`src/rtl/axil_reg_responder_if.sv`:
```
// axil_reg_responder_if: AXI4-Lite bus bundle; master drives AW/W/AR/BREADY/RREADY, slave drives the rest.
interface axil_reg_responder_if #(
  parameter int ADDR_WIDTH = 5,
  parameter int DATA_WIDTH = 32
);
  logic [ADDR_WIDTH-1:0]   S_AXI_AWADDR;
  logic [2:0]              S_AXI_AWPROT;
  logic                    S_AXI_AWVALID;
  logic                    S_AXI_AWREADY;
  logic [DATA_WIDTH-1:0]   S_AXI_WDATA;
  logic [DATA_WIDTH/8-1:0] S_AXI_WSTRB;
  logic                    S_AXI_WVALID;
  logic                    S_AXI_WREADY;
  logic [1:0]              S_AXI_BRESP;
  logic                    S_AXI_BVALID;
  logic                    S_AXI_BREADY;
  logic [ADDR_WIDTH-1:0]   S_AXI_ARADDR;
  logic [2:0]              S_AXI_ARPROT;
  logic                    S_AXI_ARVALID;
  logic                    S_AXI_ARREADY;
  logic [DATA_WIDTH-1:0]   S_AXI_RDATA;
  logic [1:0]              S_AXI_RRESP;
  logic                    S_AXI_RVALID;
  logic                    S_AXI_RREADY;
  modport master (
    output S_AXI_AWADDR, S_AXI_AWPROT, S_AXI_AWVALID, S_AXI_WDATA, S_AXI_WSTRB, S_AXI_WVALID,
           S_AXI_BREADY, S_AXI_ARADDR, S_AXI_ARPROT, S_AXI_ARVALID, S_AXI_RREADY,
    input  S_AXI_AWREADY, S_AXI_WREADY, S_AXI_BRESP, S_AXI_BVALID, S_AXI_ARREADY,
           S_AXI_RDATA, S_AXI_RRESP, S_AXI_RVALID
  );
  modport slave (
    input  S_AXI_AWADDR, S_AXI_AWPROT, S_AXI_AWVALID, S_AXI_WDATA, S_AXI_WSTRB, S_AXI_WVALID,
           S_AXI_BREADY, S_AXI_ARADDR, S_AXI_ARPROT, S_AXI_ARVALID, S_AXI_RREADY,
    output S_AXI_AWREADY, S_AXI_WREADY, S_AXI_BRESP, S_AXI_BVALID, S_AXI_ARREADY,
           S_AXI_RDATA, S_AXI_RRESP, S_AXI_RVALID
  );
endinterface

```
`src/rtl/axil_reg_responder.sv`:
```
// axil_reg_responder: AXI4-Lite register bank (S_AXI_ACLK/S_AXI_ARESET, s_axi slave bus, reg_q flat words, wr_pulse commit strobes); AXIL_REG_RESPONDER_SLVERR_EN makes out-of-range accesses SLVERR instead of aliasing.
module axil_reg_responder #(
  parameter int C_S_AXI_DATA_WIDTH = 32,
  parameter int C_S_AXI_ADDR_WIDTH = 5,
  parameter int NUM_REGS = 4
) (
  input  logic                     S_AXI_ACLK,
  input  logic                     S_AXI_ARESET,
  axil_reg_responder_if.slave      s_axi,
  output logic [NUM_REGS*32-1:0]   reg_q,
  output logic [NUM_REGS-1:0]      wr_pulse
);
  localparam int AW = C_S_AXI_ADDR_WIDTH;
  localparam int RW = (NUM_REGS > 1) ? $clog2(NUM_REGS) : 1;
  typedef enum logic [1:0] {W_ACCEPT, W_COMMIT, W_RESP} w_state_t;
  w_state_t      w_state;
  logic          aw_held, w_held;
  logic [AW-1:0] aw_addr_q;
  logic [31:0]   wdata_q;
  logic [3:0]    wstrb_q;
  logic [31:0]   regs [NUM_REGS];
  logic          aw_hs, w_hs, ar_hs, w_err, r_err, unused;
  logic [RW-1:0] w_idx, r_idx;
  assign s_axi.S_AXI_AWREADY = !S_AXI_ARESET && w_state == W_ACCEPT && !aw_held;
  assign s_axi.S_AXI_WREADY  = !S_AXI_ARESET && w_state == W_ACCEPT && !w_held;
  assign s_axi.S_AXI_ARREADY = !S_AXI_ARESET && !s_axi.S_AXI_RVALID;
  assign aw_hs = s_axi.S_AXI_AWVALID && s_axi.S_AXI_AWREADY;
  assign w_hs  = s_axi.S_AXI_WVALID && s_axi.S_AXI_WREADY;
  assign ar_hs = s_axi.S_AXI_ARVALID && s_axi.S_AXI_ARREADY;
  // low index bits select the word, so out-of-range indices alias modulo NUM_REGS
  assign w_idx = aw_addr_q[RW+1:2];
  assign r_idx = s_axi.S_AXI_ARADDR[RW+1:2];
`ifdef AXIL_REG_RESPONDER_SLVERR_EN
  assign w_err = 32'(aw_addr_q[AW-1:2]) >= NUM_REGS;
  assign r_err = 32'(s_axi.S_AXI_ARADDR[AW-1:2]) >= NUM_REGS;
`else
  assign w_err = 1'b0;
  assign r_err = 1'b0;
`endif
  assign wr_pulse = (w_state == W_COMMIT && !w_err) ? NUM_REGS'(1) << w_idx : '0;
  assign unused = ^{s_axi.S_AXI_AWPROT, s_axi.S_AXI_ARPROT, aw_addr_q, s_axi.S_AXI_ARADDR};
  for (genvar i = 0; i < NUM_REGS; i++) begin : g_out
    assign reg_q[32*i +: 32] = regs[i];
  end
  always_ff @(posedge S_AXI_ACLK) begin
    if (S_AXI_ARESET) begin
      w_state <= W_ACCEPT;
      aw_held <= 1'b0;
      w_held <= 1'b0;
      s_axi.S_AXI_BVALID <= 1'b0;
      s_axi.S_AXI_BRESP <= 2'b00;
      for (int i = 0; i < NUM_REGS; i++) regs[i] <= '0;
    end else begin
      case (w_state)
        W_ACCEPT: begin
          if (aw_hs) begin
            aw_held <= 1'b1;
            aw_addr_q <= s_axi.S_AXI_AWADDR;
          end
          if (w_hs) begin
            w_held <= 1'b1;
            wdata_q <= s_axi.S_AXI_WDATA;
            wstrb_q <= s_axi.S_AXI_WSTRB;
          end
          if ((aw_held || aw_hs) && (w_held || w_hs)) w_state <= W_COMMIT;
        end
        W_COMMIT: begin
          for (int b = 0; b < 4; b++)
            if (wstrb_q[b] && !w_err) regs[w_idx][8*b +: 8] <= wdata_q[8*b +: 8];
          s_axi.S_AXI_BVALID <= 1'b1;
          s_axi.S_AXI_BRESP <= w_err ? 2'b10 : 2'b00;
          w_state <= W_RESP;
        end
        W_RESP: begin
          if (s_axi.S_AXI_BREADY) begin
            s_axi.S_AXI_BVALID <= 1'b0;
            aw_held <= 1'b0;
            w_held <= 1'b0;
            w_state <= W_ACCEPT;
          end
        end
        default: w_state <= W_ACCEPT;
      endcase
    end
  end
  // reads sample regs before this edge's commit, so a same-edge collision returns the old value
  always_ff @(posedge S_AXI_ACLK) begin
    if (S_AXI_ARESET) begin
      s_axi.S_AXI_RVALID <= 1'b0;
      s_axi.S_AXI_RDATA <= '0;
      s_axi.S_AXI_RRESP <= 2'b00;
    end else if (ar_hs) begin
      s_axi.S_AXI_RVALID <= 1'b1;
      s_axi.S_AXI_RDATA <= r_err ? 32'hDEADBEEF : regs[r_idx];
      s_axi.S_AXI_RRESP <= r_err ? 2'b10 : 2'b00;
    end else if (s_axi.S_AXI_RREADY) begin
      s_axi.S_AXI_RVALID <= 1'b0;
    end
  end
endmodule

```
`src/flat_wrapper.sv`:
```
// flat-port wrapper written by rule: the top's interface ports become plain ports
module axil_reg_responder_flat 
#(
  parameter int C_S_AXI_DATA_WIDTH = 32,
  parameter int C_S_AXI_ADDR_WIDTH = 5,
  parameter int NUM_REGS = 4
)
  (S_AXI_ACLK, S_AXI_ARESET, reg_q, wr_pulse, s_axi_S_AXI_AWADDR, s_axi_S_AXI_AWPROT, s_axi_S_AXI_AWVALID, s_axi_S_AXI_WDATA, s_axi_S_AXI_WSTRB, s_axi_S_AXI_WVALID, s_axi_S_AXI_BREADY, s_axi_S_AXI_ARADDR, s_axi_S_AXI_ARPROT, s_axi_S_AXI_ARVALID, s_axi_S_AXI_RREADY, s_axi_S_AXI_AWREADY, s_axi_S_AXI_WREADY, s_axi_S_AXI_BRESP, s_axi_S_AXI_BVALID, s_axi_S_AXI_ARREADY, s_axi_S_AXI_RDATA, s_axi_S_AXI_RRESP, s_axi_S_AXI_RVALID);
  axil_reg_responder_if #(.ADDR_WIDTH(5), .DATA_WIDTH(32)) s_axi_i ();
  input  logic S_AXI_ACLK;
  input  logic S_AXI_ARESET;
  output logic [NUM_REGS*32-1:0] reg_q;
  output logic [NUM_REGS-1:0] wr_pulse;
  input wire logic [$bits(s_axi_i.S_AXI_AWADDR)-1:0] s_axi_S_AXI_AWADDR;
  input wire logic [$bits(s_axi_i.S_AXI_AWPROT)-1:0] s_axi_S_AXI_AWPROT;
  input wire logic [$bits(s_axi_i.S_AXI_AWVALID)-1:0] s_axi_S_AXI_AWVALID;
  input wire logic [$bits(s_axi_i.S_AXI_WDATA)-1:0] s_axi_S_AXI_WDATA;
  input wire logic [$bits(s_axi_i.S_AXI_WSTRB)-1:0] s_axi_S_AXI_WSTRB;
  input wire logic [$bits(s_axi_i.S_AXI_WVALID)-1:0] s_axi_S_AXI_WVALID;
  input wire logic [$bits(s_axi_i.S_AXI_BREADY)-1:0] s_axi_S_AXI_BREADY;
  input wire logic [$bits(s_axi_i.S_AXI_ARADDR)-1:0] s_axi_S_AXI_ARADDR;
  input wire logic [$bits(s_axi_i.S_AXI_ARPROT)-1:0] s_axi_S_AXI_ARPROT;
  input wire logic [$bits(s_axi_i.S_AXI_ARVALID)-1:0] s_axi_S_AXI_ARVALID;
  input wire logic [$bits(s_axi_i.S_AXI_RREADY)-1:0] s_axi_S_AXI_RREADY;
  output wire logic [$bits(s_axi_i.S_AXI_AWREADY)-1:0] s_axi_S_AXI_AWREADY;
  output wire logic [$bits(s_axi_i.S_AXI_WREADY)-1:0] s_axi_S_AXI_WREADY;
  output wire logic [$bits(s_axi_i.S_AXI_BRESP)-1:0] s_axi_S_AXI_BRESP;
  output wire logic [$bits(s_axi_i.S_AXI_BVALID)-1:0] s_axi_S_AXI_BVALID;
  output wire logic [$bits(s_axi_i.S_AXI_ARREADY)-1:0] s_axi_S_AXI_ARREADY;
  output wire logic [$bits(s_axi_i.S_AXI_RDATA)-1:0] s_axi_S_AXI_RDATA;
  output wire logic [$bits(s_axi_i.S_AXI_RRESP)-1:0] s_axi_S_AXI_RRESP;
  output wire logic [$bits(s_axi_i.S_AXI_RVALID)-1:0] s_axi_S_AXI_RVALID;
  assign s_axi_i.S_AXI_AWADDR = s_axi_S_AXI_AWADDR;
  assign s_axi_i.S_AXI_AWPROT = s_axi_S_AXI_AWPROT;
  assign s_axi_i.S_AXI_AWVALID = s_axi_S_AXI_AWVALID;
  assign s_axi_i.S_AXI_WDATA = s_axi_S_AXI_WDATA;
  assign s_axi_i.S_AXI_WSTRB = s_axi_S_AXI_WSTRB;
  assign s_axi_i.S_AXI_WVALID = s_axi_S_AXI_WVALID;
  assign s_axi_i.S_AXI_BREADY = s_axi_S_AXI_BREADY;
  assign s_axi_i.S_AXI_ARADDR = s_axi_S_AXI_ARADDR;
  assign s_axi_i.S_AXI_ARPROT = s_axi_S_AXI_ARPROT;
  assign s_axi_i.S_AXI_ARVALID = s_axi_S_AXI_ARVALID;
  assign s_axi_i.S_AXI_RREADY = s_axi_S_AXI_RREADY;
  assign s_axi_S_AXI_AWREADY = s_axi_i.S_AXI_AWREADY;
  assign s_axi_S_AXI_WREADY = s_axi_i.S_AXI_WREADY;
  assign s_axi_S_AXI_BRESP = s_axi_i.S_AXI_BRESP;
  assign s_axi_S_AXI_BVALID = s_axi_i.S_AXI_BVALID;
  assign s_axi_S_AXI_ARREADY = s_axi_i.S_AXI_ARREADY;
  assign s_axi_S_AXI_RDATA = s_axi_i.S_AXI_RDATA;
  assign s_axi_S_AXI_RRESP = s_axi_i.S_AXI_RRESP;
  assign s_axi_S_AXI_RVALID = s_axi_i.S_AXI_RVALID;
  axil_reg_responder #(.C_S_AXI_DATA_WIDTH(C_S_AXI_DATA_WIDTH), .C_S_AXI_ADDR_WIDTH(C_S_AXI_ADDR_WIDTH), .NUM_REGS(NUM_REGS)) u_core (.S_AXI_ACLK(S_AXI_ACLK), .S_AXI_ARESET(S_AXI_ARESET), .s_axi(s_axi_i), .reg_q(reg_q), .wr_pulse(wr_pulse));
endmodule
```
`config.mk`:
```
export PLATFORM = sky130hd
export DESIGN_NAME = axil_reg_responder_flat
export DESIGN_NICKNAME = d
export VERILOG_FILES = /design/src/rtl/axil_reg_responder_if.sv /design/src/rtl/axil_reg_responder.sv /design/src/flat_wrapper.sv
export SDC_FILE = /design/constraint.sdc
export NUM_CORES = 1
export LEC_CHECK = 0
export ABC_AREA = 0
export BUFFER_PORTS_ARGS = -buffer_cell sky130_fd_sc_hd__buf_2
export CAP_MARGIN = 25
export CORE_ASPECT_RATIO = 0.5
export CORE_MARGIN = 5
export CORE_UTILIZATION = 40
export CTS_CLUSTER_SIZE = 28
export DETAILED_ROUTE_END_ITERATION = 16
export MAX_ROUTING_LAYER = met4
export PLACE_DENSITY = 0.69
export SETUP_SLACK_MARGIN = 0.5
export SLEW_MARGIN = 0
export SYNTH_ARGS = -nofsm -noshare
export SYNTH_HDL_FRONTEND = slang
export SYNTH_SLANG_ARGS = --single-unit
export TNS_END_PERCENT = 20
```
`constraint.sdc`:
```
create_clock -name S_AXI_ACLK -period 3 [get_ports S_AXI_ACLK]
set_input_delay 0.45 -clock S_AXI_ACLK [delete_from_list [all_inputs] [get_ports S_AXI_ACLK]]
set_output_delay 0.45 -clock S_AXI_ACLK [all_outputs]
set_load 0.005 [all_outputs]
```
; ---- After elaboration in Yosys (flattened, before gate mapping)
; Memory sizes are Yosys's and may differ from the RTL's. A register that Yosys moved wholly into a read port is not among the register bits.
; Index checks and enable logic that the tools add are counted.
[word_totals]
ff_bits = 46
ram_bits = 128
out_inout_bits = 173
word_cells = 75
n_memories = 1
[mem_list]
columns = name, depth, width, read_ports, rd_clocked_by_memory_dff, wr, line
row1 = u_core.regs, 4, 32, 5, 1, 4, axil_reg_responder.sv:21  ; logic [31:0] regs [NUM_REGS];
[op_classes]
eq_ne = 6
n_shift = 1
n_mux = 33
bitwise = 1
n_reduce_logical = 25
[ops]
columns = cell, n
row1 = $mux 32, 1
row2 = $reduce_or 32->1, 1
row3 = $mux 1, 23
row4 = $reduce_and 3->1, 4
row5 = $logic_and 1x1->1, 8
row6 = $mux 4, 2
row7 = $mux 2, 3
row8 = $pmux 1 s2, 3
row9 = $pmux 2 s3, 1
row10 = $reduce_bool 2->1, 3
row11 = $logic_not 1->1, 4
row12 = $ne 2x1->1 const B, 2
row13 = $ne 2x2->1 const B, 2
row14 = $reduce_and 2->1, 2
row15 = $shl 1x2->4 const A, 1
row16 = $eq 2x1->1 const B, 1
row17 = $eq 2x2->1 const B, 1
row18 = $logic_not 2->1, 1
row19 = $logic_or 1x1->1, 2
row20 = $not 1->1, 1

; ---- Longest topological paths before layout
[logic_depth]
word_depth = 8
ltp_mapped = 5

; ---- Least setup slack after synthesis
; Ideal clock, no wire load.
[synth_timing]
path_type = input to register
startpoint = input port S_AXI_ARESET
endpoint = register u_core.wdata_q[0] (enable)
setup_ns = 0.397
arrival_time_ns = 2.005
t_required_ns = 2.603
setup_slack_ns = 0.598
cell_stages = 4
n_path_buf = 1
path_cell_list = clkbuf_1 or3_1 nor2_1 and2_1
[synth_between]
elab_chain_len = 5
[synth_rtl]
columns = element, line
row1 = start: declaration, flat_wrapper.sv:11  ; input logic S_AXI_ARESET;
row2 = $logic_not 1->1, axil_reg_responder.sv:25  ; assign s_axi.S_AXI_WREADY = !S_AXI_ARESET && w_state == W_ACCEPT && !w_held;
row3 = $logic_and 1x1->1 (2 in a row), axil_reg_responder.sv:25
row4 = via s_axi_S_AXI_WREADY, flat_wrapper.sv:26  ; output wire logic [$bits(s_axi_i.S_AXI_WREADY)-1:0] s_axi_S_AXI_WREADY;
row5 = $logic_and 1x1->1, axil_reg_responder.sv:28  ; assign w_hs = s_axi.S_AXI_WVALID && s_axi.S_AXI_WREADY;
row6 = $reduce_and 3->1 (no line), -
row7 = end signal: assignment, axil_reg_responder.sv:62  ; wdata_q <= s_axi.S_AXI_WDATA;
row8 = end: declaration, axil_reg_responder.sv:19  ; logic [31:0] wdata_q;
; The timed path passes the listed nets, and every way through them passes these cells.
; A chain may end at the register's enable or synchronous reset.

; ---- Worst setup path in the final report
[layout_timing]
startpoint = register u_core.aw_addr_q[2]
endpoint = output port wr_pulse[2]
[layout_between]
elab_chain_len = 2
[layout_rtl]
columns = element, line
row1 = start: declaration, axil_reg_responder.sv:18  ; logic [AW-1:0] aw_addr_q;
row2 = start signal: assignment, axil_reg_responder.sv:58  ; aw_addr_q <= s_axi.S_AXI_AWADDR;
row3 = $shl 1x2->4, axil_reg_responder.sv:40  ; assign wr_pulse = (w_state == W_COMMIT && !w_err) ? NUM_REGS'(1) << w_idx : '0;
row4 = $mux 4, axil_reg_responder.sv:40
row5 = end: declaration, flat_wrapper.sv:13  ; output logic [NUM_REGS-1:0] wr_pulse;
; No other way between the ends.

==> summary.md <==
| Metric | Value |
|---|---|
| Chip width | 211 microns |
| Setup TNS | 0 ns |
| Int Power | 4.87 mW |
| Critical path, cell by cell | nor4bb_1 -> buf_4 -> buf_2 |
| Clock Sinks | 204 |
| Switching Fraction | 0.223 |
| Initial antenna violation count | 2 |
| Net switching power figure | 1.40 mW |
| Area Overhead vs Synth | 24.9% |
| Post-cts sizing count | 0 |
| Clock share of power | 0.394 |
| Worst-path clk slew | 0.07 ns |
| CTS root buf | clkbuf_16 |
| Count of final setup violators | 0 |
| Slew @ Worst Pin | 0.633 ns |
| Placed cell area | 9470 sq um |
| RSZ-0062 raised after global routing | false |
| CTS max path bufs | 3 |
| Max Slew Vio Count | 0 |
| Core Area | 19,600 sq um |
| Max VDD drop | 0.311 mV |
| Warnings from Yosys | 0 |
| Post-route clock period utilization | 0.773 |
| Synth Register Bits | 204 |
| First-pass GRT wire length | 33.7 mm |
| Area share of xor/xnor cells in the synthesized design | 0 |
| Multi-input gate area in the final layout | 2180 sq um |
| # fillers | 1,776 |
| Largest family of logic cells by synthesized area | simple AND/OR/NAND/NOR gates |
| Post-layout nets | 870 |
| Setup Buffers After CTS | 0 |
| Largest net degree at the start of global routing | 33 |
| CP bufs+invs | 2 |
| Num CTS Buffers | 19 |
| Status | finished clean |
| Layout Utilization | 0.514 |
| Crit path max fanout | 4 |
| Top cell family by delay on the critical path | simple AND/OR/NAND/NOR gates |
| RePlAce Congestion | 0.832 |
| Skew final | 0.0166 ns |
| I/O pins | 232 |
| Avg WL per Cell | 20.3 microns |
| Drc violations | 0 |
| Post-synthesis sequential area ratio | 0.711 |
| Startpoint Class | flip-flop |
| Post-Layout Cell Count | 1,091 |
| Power, Total | 6.26 mW |
| Hold Buf Count CTS | 0 |
| First-pass detailed-route iteration total | 5 |
| Global Route Usage Sum | 0.189 |
| Crit-path max cell delay | 0.60 ns |
| Post-route cell area | 10,100 sq um |
| Inst Count DP | 1,056 |
| Cell count after synthesis | 595 |
| Maxcap violations | 0 |
| Synthesized cell area | 8080 sq um |
| Yosys cell types | 28 |
| Layout cell share with drive strength beyond 1 | 0.322 |
| Register area | 5750 sq um |
| Final Hold Viols | 0 |
| Mux contribution to synthesized area | 0.0793 |
| Crit path DAT | 1.87 ns |
| CP required | 2.55 ns |
| Fmax | 0.431 GHz |
| Vias in the first global route | 5,682 |
| Sequential share of power | 0.525 |
| Drt initial violations | 373 |
| Element type at the critical path end | primary output |
| Worst-Skew Late Latency | 0.48 ns |
| Adder-Cell Fraction of Synth Area | 0 |
| Final min period | 2.32 ns |
| Area of the die | 23,300 sq um |
| Critical-path top delay cell | nor4bb_1 |
| Worst hold path type | primary input to flip-flop |
| Via count | 5,521 |
| H-tree levels | 1 |
| TritonCTS clock tree | done |
| Num rows | 36 |
| Die Y | 111 microns |
| Final wirelength | 22.1 mm |
| Leakage power | 4.47 nW |
| Post-synthesis simple-gate area fraction | 0.119 |
| Compound-Gate Fraction of Synth Area | 0.0658 |
| Syn Area/Cell | 13.6 sq um |
| Final antenna-violating net count | 0 |
| Combinational power share | 0.081 |
| Max_slew headroom | 0.572 |
| Vias/cell | 5.06 |
| Gr ovfl total | 0 |
| IO Port Bufs | 215 |
| Starting Density | 0.412 |
| Hpwl dp | 15.8 mm |
| WS Path Type | flip-flop to primary output |
| Cell Pwr Density | 620 nW/um^2 |
## cell families (layout without fill, tap and decap cells)
group	count (synthesis)	after routing
other cells	1	6
flops	204	204
simple gates	209	209
buf+inv	40	265
compound gates	77	77
mux	64	64
## registers in the layout (all words and copies together), names as in the netlist
name / cells
u_core.wdata_q: 32
u_core.s_axi.S_AXI_BVALID: 1
u_core.regs: 128
u_core.wstrb_q: 4
u_core.s_axi.S_AXI_RDATA: 32
u_core.w_held: 1
u_core.s_axi.S_AXI_RVALID: 1
u_core.aw_held: 1
u_core.w_state: 2
u_core.aw_addr_q: 2
## synthesized netlist by cell type
cell       number  area (sq um)
buf_6           3          33.8
nor4bb_1        2          20.0
dfxtp_1        38           761
nor2_1        138           518
o41ai_2         1          16.3
nand2_1        10          37.5
nand4bb_1       1          11.3
nand2_2         4          25.0
buf_4           4          30.0
o22ai_1        33           206
a211o_1         1          8.76
and3_1          1          6.26
buf_2           9          45.0
nor4b_2         1          15.0
nand2b_1       45           282
conb_1          1          3.75
clkbuf_1       22          82.6
edfxtp_1      166          4980
nor2b_1         3          18.8
mux2i_1        64           641
a211oi_1        1          7.51
a21o_1         35           263
or4b_1          1          10.0
and2_1          2          12.5
o21ai_0         2          10.0
inv_1           2          7.51
or3_1           1          6.26
a21oi_1         4          20.0
## through the flow
| step | hold slack [ns] | worst slack [ns] |
|---|---|---|
| final | 0.141 | 0.682 |
| after global routing | 0.124 | 0.584 |
| after CTS | 0.126 | 0.663 |
| after detailed placement | 0.435 | 0.727 |
| after global placement | 0.429 | 0.730 |
| after floorplan | 0.451 | 0.598 |
## path summary, 6_finish.rpt
path	start	endpoint	slack [ns]	depth (start not counted)
worst min-delay path	s_axi_S_AXI_WDATA[30]	u_core.wdata_q[30]$_DFFE_PP_	0.14	1
worst max register to register	u_core.aw_addr_q[2]$_DFFE_PP_	u_core.regs[2][27]$_SDFFCE_PN0P_	0.73	3
worst min register to register	u_core.s_axi.S_AXI_RDATA[6]$_SDFFE_PP0P_	u_core.s_axi.S_AXI_RDATA[6]$_SDFFE_PP0P_	0.44	1
worst max-delay path	u_core.aw_addr_q[2]$_DFFE_PP_	wr_pulse[2]	0.68	3
## final cells by class
class                           instances  area share
Timing Repair Buffer                  230       0.119
Antenna cell                            2    0.000496
Tap cell                              266      0.0330
Multi-Input combinational cell        354       0.216
Clock inverter                          8      0.0116
Sequential cell                       204       0.569
Inverter                                2    0.000743
Clock buffer                           25      0.0503
## metal layers
layer | global-route usage | part of all wire
met5 | - | 0
met4 | 0.0544 | 0.030
met3 | 0.0297 | 0.052
met2 | 0.315 | 0.50
met1 | 0.243 | 0.42
## cells in the final DEF, fill, tap and decap left out, types with 3 or more instances in the layout
master       n
a21oi_1      3
clkbuf_1     5
mux2i_1     64
nand2b_1    45
nand2_1     10
edfxtp_1   166
a21o_1      35
clkbuf_16   19
nor2_1     138
buf_2      214
o22ai_1     33
conb_1       4
bufinv_16    3
nand2_2      4
buf_4       15
nor2b_1      3
dfxtp_1     38
## power groups by stage
stage,logic [mW],registers (mW),clock network [mW]
floorplan,0.254,3.34,0
global placement,0.504,3.35,0
detailed placement,0.515,3.35,0
CTS,0.517,3.29,2.51
global route,0.555,3.30,2.63
finish,0.507,3.29,2.47
Power figures use the tool's default switching activity.
